**config.mk**
```make
export PLATFORM = sky130hd
export DESIGN_NAME = change_dispenser
export DESIGN_NICKNAME = d
export VERILOG_FILES = /design/src/rtl/change_dispenser.sv
export SDC_FILE = /design/constraint.sdc
export NUM_CORES = 1
export LEC_CHECK = 0
export CAP_MARGIN = 20
export CORE_ASPECT_RATIO = 1.4
export CORE_MARGIN = 5
export CORE_UTILIZATION = 50
export CTS_BUF_LIST = sky130_fd_sc_hd__clkbuf_2 sky130_fd_sc_hd__clkbuf_4 sky130_fd_sc_hd__clkbuf_8
export DETAILED_ROUTE_END_ITERATION = 7
export PLACE_DENSITY_LB_ADDON = 0.3
export SYNTH_ARGS = -nofsm -noshare
export SYNTH_HDL_FRONTEND = slang
export SYNTH_SLANG_ARGS = --single-unit
```
**constraint.sdc**
```tcl
create_clock -name clk -period 2.1 [get_ports clk]
set_input_delay 0.21 -clock clk [delete_from_list [all_inputs] [get_ports clk]]
set_output_delay 0.21 -clock clk [all_outputs]
set_load 0.03 [all_outputs]
```
**src/rtl/change_dispenser.sv**
```systemverilog
// Greedy coin payout engine: drives one hopper pulse per coin, largest usable
// denomination first, and raises a sticky fault when the remainder cannot be paid.
module change_dispenser #(
  parameter int COIN_A    = 50,
  parameter int COIN_B    = 10,
  parameter int COIN_C    = 5,
  parameter int COIN_D    = 1,
  parameter int PULSE_LEN = 4,
  parameter int GAP_LEN   = 4
) (
  input  logic        clk,
  input  logic        rst,
  input  logic        start,
  input  logic [1:0]  state,
  input  logic [11:0] small_change,
  input  logic [3:0]  hopper_empty,
  output logic [1:0]  coin_sel,
  output logic        coin_pulse,
  output logic [11:0] remaining,
  output logic        busy,
  output logic        done,
  output logic        fault
);

  localparam logic [11:0] VAL_A      = 12'(COIN_A);
  localparam logic [11:0] VAL_B      = 12'(COIN_B);
  localparam logic [11:0] VAL_C      = 12'(COIN_C);
  localparam logic [11:0] VAL_D      = 12'(COIN_D);
  localparam logic [15:0] PULSE_LAST = 16'(PULSE_LEN - 1);
  localparam logic [15:0] GAP_LAST   = 16'(GAP_LEN - 1);

  typedef enum logic [2:0] {IDLE, SELECT, PULSE, GAP, FINISH} fsm_t;

  fsm_t        fsm;
  logic [15:0] cnt;
  logic        pick_ok;
  logic [1:0]  pick_sel;
  logic [11:0] coin_val;

  // First denomination, largest to smallest, that fits and whose hopper is stocked
  always_comb begin
    pick_ok  = 1'b0;
    pick_sel = 2'd0;
    if (!hopper_empty[3] && VAL_A <= remaining) begin
      pick_ok  = 1'b1;
      pick_sel = 2'd3;
    end else if (!hopper_empty[2] && VAL_B <= remaining) begin
      pick_ok  = 1'b1;
      pick_sel = 2'd2;
    end else if (!hopper_empty[1] && VAL_C <= remaining) begin
      pick_ok  = 1'b1;
      pick_sel = 2'd1;
    end else if (!hopper_empty[0] && VAL_D <= remaining) begin
      pick_ok  = 1'b1;
      pick_sel = 2'd0;
    end
  end

  always_comb begin
    coin_val = VAL_D;
    case (coin_sel)
      2'd3:    coin_val = VAL_A;
      2'd2:    coin_val = VAL_B;
      2'd1:    coin_val = VAL_C;
      default: coin_val = VAL_D;
    endcase
  end

  always_ff @(posedge clk) begin
    if (!rst) begin
      fsm        <= IDLE;
      cnt        <= '0;
      coin_sel   <= 2'd0;
      coin_pulse <= 1'b0;
      remaining  <= '0;
      busy       <= 1'b0;
      done       <= 1'b0;
      fault      <= 1'b0;
    end else begin
      case (fsm)
        IDLE: begin
          // Only "change due" and "exact" results produce a payout cycle
          if (start && !state[1]) begin
            remaining <= state[0] ? 12'd0 : small_change;
            fault     <= 1'b0;
            busy      <= 1'b1;
            fsm       <= SELECT;
          end
        end
        SELECT: begin
          if (remaining == 12'd0) begin
            done <= 1'b1;
            fsm  <= FINISH;
          end else if (pick_ok) begin
            coin_sel   <= pick_sel;
            coin_pulse <= 1'b1;
            cnt        <= '0;
            fsm        <= PULSE;
          end else begin
            fault <= 1'b1;
            done  <= 1'b1;
            fsm   <= FINISH;
          end
        end
        PULSE: begin
          if (cnt == PULSE_LAST) begin
            remaining  <= remaining - coin_val;
            coin_pulse <= 1'b0;
            cnt        <= '0;
            fsm        <= GAP;
          end else begin
            cnt <= cnt + 16'd1;
          end
        end
        GAP: begin
          if (cnt == GAP_LAST) begin
            cnt <= '0;
            fsm <= SELECT;
          end else begin
            cnt <= cnt + 16'd1;
          end
        end
        FINISH: begin
          done <= 1'b0;
          busy <= 1'b0;
          fsm  <= IDLE;
        end
        default: fsm <= IDLE;
      endcase
    end
  end

endmodule
```
### Word level (Yosys, flattened, before mapping)

Index checks and enable logic that the tools add are counted.

| operators by class | value |
|---|---|
| bitwise gates (word level) | 1 |
| order comparisons | 4 |
| reductions and logical operators | 27 |
| equality and inequality tests | 15 |
| muxes and demuxes | 34 |
| add/subtract/negate cells | 2 |

Operators by type and width:

| kind | count |
|---|---|
| 16-bit two-way mux | 3 |
| 12-bit two-way mux | 3 |
| 16-bit case mux with 2 select lines | 1 |
| 12-bit case mux with 2 select lines | 1 |
| 6-bit case mux with 3 select lines | 1 |
| 16-bit by 1-bit adder with 16-bit output (second input constant) | 1 |
| 16-bit by 2-bit == test with 1-bit output (second input constant) | 1 |
| 3-bit two-way mux | 5 |
| 1-bit two-way mux | 13 |
| 1-bit by 12-bit less-or-equal comparator with 1-bit output (first input constant) | 1 |
| 3-bit by 12-bit less-or-equal comparator with 1-bit output (first input constant) | 1 |
| 4-bit by 12-bit less-or-equal comparator with 1-bit output (first input constant) | 1 |
| 6-bit by 12-bit less-or-equal comparator with 1-bit output (first input constant) | 1 |
| 12-bit zero test | 1 |
| 2-bit != test (second input constant) | 6 |
| 3-bit case mux with 4 select lines | 1 |
| 3-bit AND reduction | 4 |
| 2-bit nonzero test | 6 |
| 12-bit subtractor | 1 |
| 1-bit case mux with 2 select lines | 4 |
| 4-bit AND reduction | 2 |
| 3-bit by 2-bit == test with 1-bit output (second input constant) | 2 |
| 1-bit logical AND | 5 |
| 1-bit zero test | 5 |
| other kinds (10) | 13 |

| storage, ports and cells | value |
|---|---|
| input port bits | 21 |
| register bits | 37 |
| logic and storage cells | 91 |
| output and inout bits | 18 |

### Longest topological paths before layout

Gate-level depths: netlist of the first run.

| logic depth | value |
|---|---|
| depth in word-level cells | 9 |
| mapped depth | 10 |
| depth with buffers taken out | 10 |

### Worst setup path after synthesis of the first run

OpenSTA, ideal clock, no wires.

| timing path | value |
|---|---|
| path kind | register to register |
| from | register coin_sel[1] |
| to | register remaining[9] |
| path slack | -0.243 ns |
| data arrival time | 2.229 ns |
| required time | 1.985 ns |
| setup time | 0.115 ns |
| buffers on the path | 0 |
| cell stages (with the launch flop) | 9 |
| period minus slack after synthesis | 2.343 ns |
| cell sequence | dfxtp_1 -> inv_1 -> ha_1 -> nor2b_1 -> o31a_1 -> o41a_1 -> o41ai_1 -> a21boi_0 -> o21a_1 |

| between the ends | value |
|---|---|
| longest elaborated chain between the ends | 5 |
| elaborated cells between the ends (all ways) | 7 |
| those cells by class | 1 x add/sub; 3 x eq/ne; 3 x mux |

RTL lines:

| what | line | RTL |
|---|---|---|
| from (decl) | 17 | `output logic [1:0] coin_sel,` |
| from (signal assigned) | 95 | `coin_sel <= pick_sel;` |
| 2-bit by 1-bit == test with 1-bit output / 2-bit == test (equally long branches) | 61 | `case (coin_sel)` |
| 6-bit case mux with 3 select lines * | 61 |  |
| 12-bit subtractor * | 107 | `remaining <= remaining - coin_val;` |
| 12-bit two-way mux * | 106 | `if (cnt == PULSE_LAST) begin` |
| 12-bit case mux with 2 select lines * | 80 | `case (fsm)` |
| to (signal assigned) | 84 | `remaining <= state[0] ? 12'd0 : small_change;` |
| to (signal assigned) | 107 |  |
| to (decl) | 19 | `output logic [11:0] remaining,` |

Mark *: on every way between the ends. The rest lies on a longest branch, timed or not. The select of a mux whose other input is x is not followed.
A chain may end at the register's enable or synchronous reset.

### Worst setup path in the final report of the first run

Ends and elaborated chain as after synthesis.

==> out/results.ini, run 1 <==
[sta]
period_minus_slack_ns = 2.12
tns_ns = -0.0231
rsz0062_at_grt = true
setup_violations = 1
hold_violations = 0
worst_hold_slack_ns = 0.478
maxSlewViolCount = 0
setup_ws_ns = -0.0231
max_freq_ghz = 0.471
finalCritPeriodShare_pct = 101
finalClockSkew_ns = 0.0116
slew_headroom_pct = 68.2
worstMarginPinSlew_ns = 0.476

[drt]
drtAntennaViolNets = 0
vias = 2537
vias_per_cell = 6.00
drtIter0Drc = 219
wl_um = 6840
first_pass_iters = 4
routedWlPerCell_um = 16.2
drc = 0

[finish]
final_cells = 423
antenna_cells = 0
final_util_pct = 70.2
seqCellArea_um2 = 756
syn2layout_area_growth_pct = 38.2
fin_nets = 387
final_layout_size_suffix_gt1_share_pct = 27.3
multi_input_area_um2 = 1660
fillers = 394

[critical_path]
critPathArrivalTime_ns = 2.37
critical_path_class = flip-flop to flip-flop
crit_path_max_fanout = 5
critPathSlowestCell = o41a_1
worstSetupStartpoint = coin_sel[1]
crit_top_cell = o21a_1
cp_slowest_stage_delay_ns = 0.42
startpoint_type = flip-flop
path_cells = inv_2 -> nand2_2 -> ha_4 -> o21a_1 -> o31a_1 -> o41a_1 -> or3_1 -> a21oi_1 -> o21a_1
r2r_start = coin_sel[1]
crit_required_ns = 2.34
crit_path_end_kind = flip-flop

[yosys]
postSynthAreaPerCell_um2 = 8.38
synth_common_cells = dfxtp_1, nand2_1, nor2_1
synth_flop_cell = dfxtp_1
netlist_instances = 289
synth.most_common_cell = dfxtp_1
yosysWarnings = 0
synth_largest_area_cell = dfxtp_1
netlist_top_cells_area = dfxtp_1, a21oi_2, a21oi_1, ha_1, o31ai_1
async_flop_share_pct = 0
synth_fp_nets = 318
synth_cell_types = 67
netlist_area_um2 = 2420
ys_ff_latch = 37
ys_seq_area_share_pct = 30.6
synth-edff-count = 0
yosysTopAreaCellShare_pct = 30.6

[floorplan]
start_util_pct = 50.8
die_h_um = 92.4
dieArea_um2 = 6360
rows = 30
die_w_um = 68.8
pin_count = 39
core_area_um2 = 4770

[hold_path]
hold_path_class = flip-flop to flip-flop
holdCritStartpoint = busy

[clocking]
tritoncts = yes
htree_levels = 2
clk_pin_slew_ns = 0.09
insertion_delay_ns = 0.29
clockBufferDepth = 2
cts_buffers = 5
clkSinkCount = 37
cts-root-buf = clkbuf_8

[global_routing]
grt_use_total_pct = 21.8
grt_max_degree = 32
grt_pass1_vias = 2378
grt_overflow = 0
grt_pass1_wl_um = 10700
antenna_found_initial = 0

[placed_design]
dpl.cell_count = 412
place_hpwl_um = 4970
routabilityCongestion = 0.929
port_buffers = 38

[pwr]
pwr_density_cell_nw_per_um2 = 625
ir_worst_vdd_mv = 0.397
power_leakage_nw = 1.18
power_mw = 2.09

[status]
status = finished, violations left
failed_checks = setup timing

[flow_run]
cap_violations = 0

==> final timing paths <==
check | end | slack, ns | cells after the start
worst min register to register | busy | 0.48 | 2
worst min-delay path | busy | 0.48 | 2
worst max-delay path | remaining[9] | -0.02 | 9
worst max register to register | remaining[9] | -0.02 | 9
==> flip-flops by register name, summed over array words and instances, names as in the netlist <==
signal,cells
cnt,16
fsm,3
fault,1
busy,1
coin_sel,2
done,1
remaining,12
coin_pulse,1
==> power by group <==
| group | total (mW) | switching, mW | internal (mW) |
|---|---|---|---|
| sequential | 0.768 | 0.0377 | 0.730 |
| clock | 0.676 | 0.289 | 0.388 |
| combinational | 0.647 | 0.335 | 0.313 |
==> per-layer routing <==
layer  vias to the layer above  global-route usage (%)  share of wire, %
li1                       1234                       -                 -
met1                      1225                    23.7                41
met3                        13                    3.28               3.3
met4                         0                    9.59               1.9
met2                        65                    39.8                54
met5                         -                       0                 0
==> timing repair <==
item                       4_1_cts  5_1_grt
setup endpoints to repair        3       25
setup buffers                    0        3
hold buffers                     0        0
resized for setup                2       23
pin swaps                        2        6
cloned                           0        0
==> layout make-up <==
class                   instances  area share [%]
well taps                      64            2.39
clock buffers                   6            2.47
flip-flops and latches         37            22.6
clock inverters                 2            1.08
repair buffers                 75            20.4
inverters                      13            1.46
multi-input cells             226            49.6
==> kinds of logic after synthesis <==
| family | after synthesis | synth area share (%) |
|---|---|---|
| AO/OA/AOI/OAI | 103 | 30.1 |
| buffers and inverters | 26 | 5.58 |
| flip-flops | 37 | 30.6 |
| adder cells (fa/ha/maj) | 8 | 4.44 |
| XOR/XNOR | 2 | 0.723 |
| AND/OR/NAND/NOR | 112 | 28.1 |
| multiplexers | 1 | 0.465 |
==> cell usage in the layout (no fill, tap or decap), drive strengths merged, types with 4 or more instances in the layout <==
master         synthesis  layout
a211oi                 5       5
a21oi                 30      30
a31oi                  5       5
buf                    7      37
clkbuf                 6       6
clkdlybuf4s50          0      38
dfxtp                 37      37
ha                     7       7
inv                   13      14
nand2                 19      19
nand3                  6       6
nand4                  6       6
nor2                  21      21
nor3                  11      11
nor3b                  4       4
nor4                   4       4
o21a                   8       8
o21ai                 24      24
o31ai                 11      11
or3                    9       9
or4                   11      11
==> worst max-delay path: cells and delay by family (launching register included) <==
kind            cells  cell delay (ns)
flops               1             0.37
compound gates      5             0.97
buf+inv             1             0.08
simple gates        2             0.43
fa+ha+maj           1             0.21
==> through the flow <==
stage	setup WS, ns	cell area (um2)
floorplan	-0.0296	2430
global placement	0.0203	3090
detailed placement	-0.0494	3090
CTS	-0.0284	3220
global route	-0.0736	3350
finish	-0.0231	3350
Power figures use the tool's default switching activity.
==> run 2, diff against run 1 <==
CAP_MARGIN = 10   (was 20)
SETUP_SLACK_MARGIN = 0.2   (was unset)
==> out/results.ini, run 2 (synthesis gave the netlist of run 1 again) <==
[status]
failed_checks = setup timing
status = finished, violations left

[sta]
setup_violations = 17  ; +16
hold_violations = 0  ; unchanged
setup_ws_ns = -0.0930  ; -0.0699 ns
slew_headroom_pct = 65.6  ; -2.6 points
worstMarginPinSlew_ns = 0.514  ; +0.0383 ns
worst_hold_slack_ns = 0.473  ; -0.00495 ns
maxSlewViolCount = 0  ; unchanged
rsz0062_at_grt = true
finalCritPeriodShare_pct = 104  ; +3.3 points
tns_ns = -1.07  ; -1.05 ns
max_freq_ghz = 0.456  ; -3.2%
finalClockSkew_ns = 0.00998  ; -0.00166 ns
period_minus_slack_ns = 2.19  ; +0.0699 ns

[placed_design]
routabilityCongestion = 0.946  ; +1.8%
post-place-ws_ns = -0.0620  ; -0.0127 ns
place_hpwl_um = 4980  ; +0.21%
port_buffers = 38  ; unchanged

[pwr]
power_leakage_nw = 1.30  ; +11%
sequentialPowerShare_pct = 37.6  ; +0.9 points
ir_worst_vdd_mv = 0.389  ; -1.9%
switching_share_pct = 35.1  ; +3.5 points
pwr-share-clk_pct = 25.3  ; -7.0 points
comb_power_share_pct = 37.2  ; +6.3 points
p_switching_uw = 712  ; +7.8%
pwr_density_cell_nw_per_um2 = 552  ; -12%
power.internal_mw = 1.32  ; -7.9%

[clocking]
clockBufferDepth = 2  ; unchanged
clk_pin_slew_ns = 0.08  ; about the same
tritoncts = yes
cts_buffers = 5  ; unchanged
clkSinkCount = 37  ; unchanged
insertion_delay_ns = 0.30  ; about the same
cts-root-buf = clkbuf_8
htree_levels = 2  ; unchanged

[global_routing]
grt_overflow = 0  ; unchanged
grt_use_total_pct = 25.4  ; +3.5 points
antenna_found_initial = 0  ; unchanged
grt_max_degree = 16  ; -50%
grt_pass1_wl_um = 12500  ; +16%
grt_pass1_vias = 2693  ; +13%

[critical_path]
startpoint_type = flip-flop
critPathArrivalTime_ns = 2.42  ; +0.05 ns
crit_path_end_kind = flip-flop
reg2reg_depth = 9  ; unchanged
crit_required_ns = 2.33  ; about the same
critical_path_class = flip-flop to flip-flop
crit_path_max_fanout = 6  ; +1

[finish]
fin_nets = 403  ; +4.1%
reg.largest.list = cnt x16, remaining x12, fsm x3
final_util_pct = 77.1  ; +6.9 points
largest_reg_flops = 16  ; unchanged
syn2layout_area_growth_pct = 51.8
layout_common_cells = buf_4, clkdlybuf4s50_1, dfxtp_1
top_register = cnt
antenna_cells = 0  ; unchanged
fillers = 335  ; -15%
final_layout_size_suffix_gt1_share_pct = 39.2  ; +12 points
layout.cells.most_common = buf_4

[drt]
first_pass_iters = 4  ; unchanged
drc = 0  ; unchanged
wl_um = 8270  ; +21%
vias = 2723  ; +7.3%
drtIter0Drc = 188  ; -14%
vias_per_cell = 6.20  ; +3.4%
routedWlPerCell_um = 18.8  ; +17%
drtAntennaViolNets = 0  ; unchanged

[floorplan]
rows = 30  ; unchanged
dieArea_um2 = 6360  ; unchanged
die_h_um = 92.4  ; unchanged
start_util_pct = 50.8  ; unchanged
core_area_um2 = 4770  ; unchanged
pin_count = 39  ; unchanged
die_w_um = 68.8  ; unchanged

[flow_run]
cap_violations = 0  ; unchanged

[hold_path]
hold_path_depth = 2  ; unchanged
hold_path_class = flip-flop to flip-flop

run 2: layer usage:
metal	up-vias	track usage (%)	wire [um]	share of wire (%)
met3	36	5.22	375	4.5
met1	1310	27.7	3100	37
li1	1273	-	-	-
met2	104	45.2	4390	53
met4	0	11.2	406	4.9
met5	-	0	0	0
run 2: through the flow:
stage | std cells | power (mW) | cell area (um2)
after floorplan | 289 | 1.15 | 2490
after detailed placement | 409 | 1.38 | 3120
after global routing | 439 | 2.12 | 3680
after CTS | 433 | 1.96 | 3480
after global placement | 409 | 1.37 | 3120
final | 439 | 2.03 | 3680
run 2: final timing paths:
check,end,startpoint,slack (ns)
setup / recovery,fault,remaining[7],-0.09
hold reg to reg,busy,busy,0.47
setup reg to reg,fault,remaining[7],-0.09
hold / removal,busy,busy,0.47
run 2: worst max-delay path: stages, from the launching register on:
cell	delay [ns]
dfxtp_4	0.36
nor3_4	0.33
a41oi_2	0.21
or2_4	0.32
nor4b_4	0.31
buf_4	0.23
buf_6	0.11
buf_6	0.09
a22oi_2	0.06
nor2_1	0.11
run 2: layout make-up:
type | count | area [um2] | area share (%)
tap | 64 | 80.1 | 2.18
clock buffer | 5 | 68.8 | 1.87
clock inverter | 3 | 17.5 | 0.477
inverter | 13 | 48.8 | 1.33
sequential | 37 | 796 | 21.6
timing repair buffer | 91 | 865 | 23.5
multi-input combinational | 226 | 1800 | 49.0
run 2: power by group through the flow:
| stage | clock network (mW) | logic [mW] | registers (mW) |
|---|---|---|---|
| finish | 0.513 | 0.754 | 0.763 |
| detailed placement | 0 | 0.606 | 0.779 |
| floorplan | 0 | 0.330 | 0.819 |
| CTS | 0.519 | 0.680 | 0.758 |
| global route | 0.551 | 0.804 | 0.767 |
| global placement | 0 | 0.594 | 0.779 |
run 2: timing repair:
action | 4_1_cts | 5_1_grt
pin swaps | 26 | 39
buffers inserted | 14 | 5
hold buffers | 0 | 0
setup endpoints to repair | 25 | 34
gates cloned | 2 | 1
gates resized for setup | 26 | 33
==> RTL edit (config.mk and constraints of run 1) <==
Register the output `fault` once more, with the module's reset; this adds one clock of latency there. The other outputs are not delayed to match.
--- a/src/rtl/change_dispenser.sv
+++ b/src/rtl/change_dispenser.sv
@@ -31,4 +31,6 @@
 
   typedef enum logic [2:0] {IDLE, SELECT, PULSE, GAP, FINISH} fsm_t;
+
+  logic fault_s0;
 
   fsm_t        fsm;
@@ -76,5 +78,5 @@
       busy       <= 1'b0;
       done       <= 1'b0;
-      fault      <= 1'b0;
+      fault_s0   <= 1'b0;
     end else begin
       case (fsm)
@@ -83,5 +85,5 @@
           if (start && !state[1]) begin
             remaining <= state[0] ? 12'd0 : small_change;
-            fault     <= 1'b0;
+            fault_s0  <= 1'b0;
             busy      <= 1'b1;
             fsm       <= SELECT;
@@ -98,5 +100,5 @@
             fsm        <= PULSE;
           end else begin
-            fault <= 1'b1;
+            fault_s0 <= 1'b1;
             done  <= 1'b1;
             fsm   <= FINISH;
@@ -131,3 +133,11 @@
   end
 
+  always_ff @(posedge clk) begin
+    if (!rst) begin
+      fault <= '0;
+    end else begin
+      fault <= fault_s0;
+    end
+  end
+
 endmodule
Behaviour: not the same (a bounded check fails within 4 cycles, from zero or initial values and one cycle with rst low).
==> RTL edit against run 1 <==
The flow still finishes with violations (negative setup slack). Maximum frequency shrank 3.7%. Sequential cell count grew 1. Synthesized area shrank 5.7%. Worst setup slack lost 0.082 ns. Total power shrank 4.6%. Design area grew 10%. Wire length grew 31%. Clock power shrank 27%. Largest power group unchanged. Critical path type unchanged.
==> RTL edit: results (changes against run 1) <==
status = complete, but fails checks
failing checks = negative setup slack
worst-case clock skew = 0.006297 ns (-0.005347 ns)
share of cells above drive strength 1 = 38.94% (+12 points)
arrival time worst endpoint = 2.42 ns (+0.05 ns)
drt total wl = 8948 µm (+31%)
Syn Area/Cell = 7.906 µm² (-5.7%)
R2R Path End = remaining[10]$_SDFFE_PN0P_
Via Count = 2818 (+11%)
largest net degree at the start of global routing = 16 (-50%)
All-Layer GR Usage = 24.67% (+2.9 points)
Register-to-Register Path Depth = 11 (+2)
Tightest Pin Transition = 0.7097 ns (+0.2338 ns)
worst r2r src = remaining[0]$_SDFFE_PN0P_
Synth top cells by count = dfxtp_1, nor2_1, nand2_1
Worst Hold Depth = 2 (unchanged)
Inst Count DP = 433 (+5.1%)
top cells by area, synth = dfxtp_1, nor2_1, o21ai_0
min-delay src = fault_s0$_SDFFE_PN0P_
Post-Route Setup TNS = -1.214 ns (-1.191 ns)
Endpoint, Worst Hold = fault$_SDFF_PN0_
Peak supply drop = 0.5007 mV (+26%)
DR iter-0 viols = 261 (+19%)
DP Wirelength = 5158 µm (+3.8%)
synth unique cells = 59 (-12%)
Logic power comb = 720 µW (+11%)
Seq. pwr = 780 µW (+2%)
sequential fraction of the synthesis area = 33.30% (+2.7 points)
gpl congestion = 0.9172 (-1.3%)
first-pass GRT wire length = 11780 µm (+10%)
Internal Pwr Total = 1327 µW (-7.3%)
Worst Path Max Fanout = 4 (-1)
vias in the first global route = 2565 (+7.9%)
Final Non-Filler Cells = 460 (+8.7%)
setup ws final = -0.1047 ns (-0.08159 ns)
worst skew pair latency = 0.30 ns
Finish-stage setup viols = 21 (+20)
==> RTL edit: cell count changes after synthesis, moves of 5 or more <==
cell,change
nand2_1,+8
o21a_1,-7
o21ai_1,-13
or3_1,-5
a21oi_2,-9
o31ai_1,-10
nor2_1,+18
o21ai_0,+14
a31oi_1,+8
==> RTL edit: layer usage <==
metal  wire length, µm  up-vias  global-route usage [%]
met5                 0        -                       0
met4               503        0                   11.17
met3               437       53                   3.741
met2              4708      142                   44.05
met1              3299     1346                   27.54
li1                  -     1277                       -
==> RTL edit: area by class of cell <==
type / instances / area, µm²
multi-input cells: 226 / 1698
repair buffers: 112 / 984.7
inverters: 15 / 61.31
well taps: 62 / 77.57
clock inverters: 2 / 10.01
fillers: 275 / 815.8
flip-flops and latches: 38 / 783.3
clock buffers: 5 / 68.82
==> RTL edit: through the flow <==
step | total power, µW | hold slack (ns) | worst slack [ns] | utilization [%] | cell area (µm²)
6_report | 1996 | 0.4596 | -0.1047 | 81.87 | 3684
3_3_place_gp | 1285 | 0.4278 | -0.1308 | 69.27 | 3117
5_1_grt | 2068 | 0.4912 | -0.2309 | 81.87 | 3684
4_1_cts | 1825 | 0.4567 | 0.004707 | 73.61 | 3312
3_5_place_dp | 1291 | 0.4375 | -0.1390 | 69.27 | 3117
2_1_floorplan | 1065 | 0.3261 | -0.02522 | - | 2305
==> RTL edit: worst max path at each step <==
stage / startpoint / end / slack, ns
finish: remaining[0]$_SDFFE_PN0P_ / remaining[10]$_SDFFE_PN0P_ / -0.10
floorplan: remaining[4]$_SDFFE_PN0P_ / coin_sel[0]$_SDFFE_PN0P_ / -0.03
detailed placement: remaining[4]$_SDFFE_PN0P_ / fsm[1]$_SDFFE_PN0P_ / -0.14
CTS: remaining[8]$_SDFFE_PN0P_ / cnt[14]$_SDFFE_PN0P_ / 0.005
global placement: remaining[4]$_SDFFE_PN0P_ / coin_sel[0]$_SDFFE_PN0P_ / -0.13
global route: coin_sel[1]$_SDFFE_PN0P_ / remaining[10]$_SDFFE_PN0P_ / -0.23
==> RTL edit: worst max-delay path: stages (launching register included) <==
cell	delay, ns
dfxtp_4	0.38
inv_4	0.06
ha_4	0.13
inv_2	0.03
fa_2	0.33
a21o_1	0.17
a21oi_2	0.22
o21bai_4	0.11
a211oi_2	0.22
xor2_1	0.16
a22oi_1	0.10
a21oi_1	0.21
==> RTL edit: cell families (layout without fill, tap and decap cells) <==
group,count (synthesis),after routing,share of synthesized area (%)
compound gates,91,92,26.45
xor+xnor,5,5,1.917
fa+ha+maj,8,8,4.710
buf+inv,26,134,5.585
flops,38,38,33.30
mux,2,2,0.8763
simple gates,119,119,27.16
==> RTL edit: what timing repair did <==
item,CTS,global route
pin swaps,6,31
resized for setup,17,62
setup buffers,6,12
endpoints found under the setup margin,30,34
gates cloned,1,1
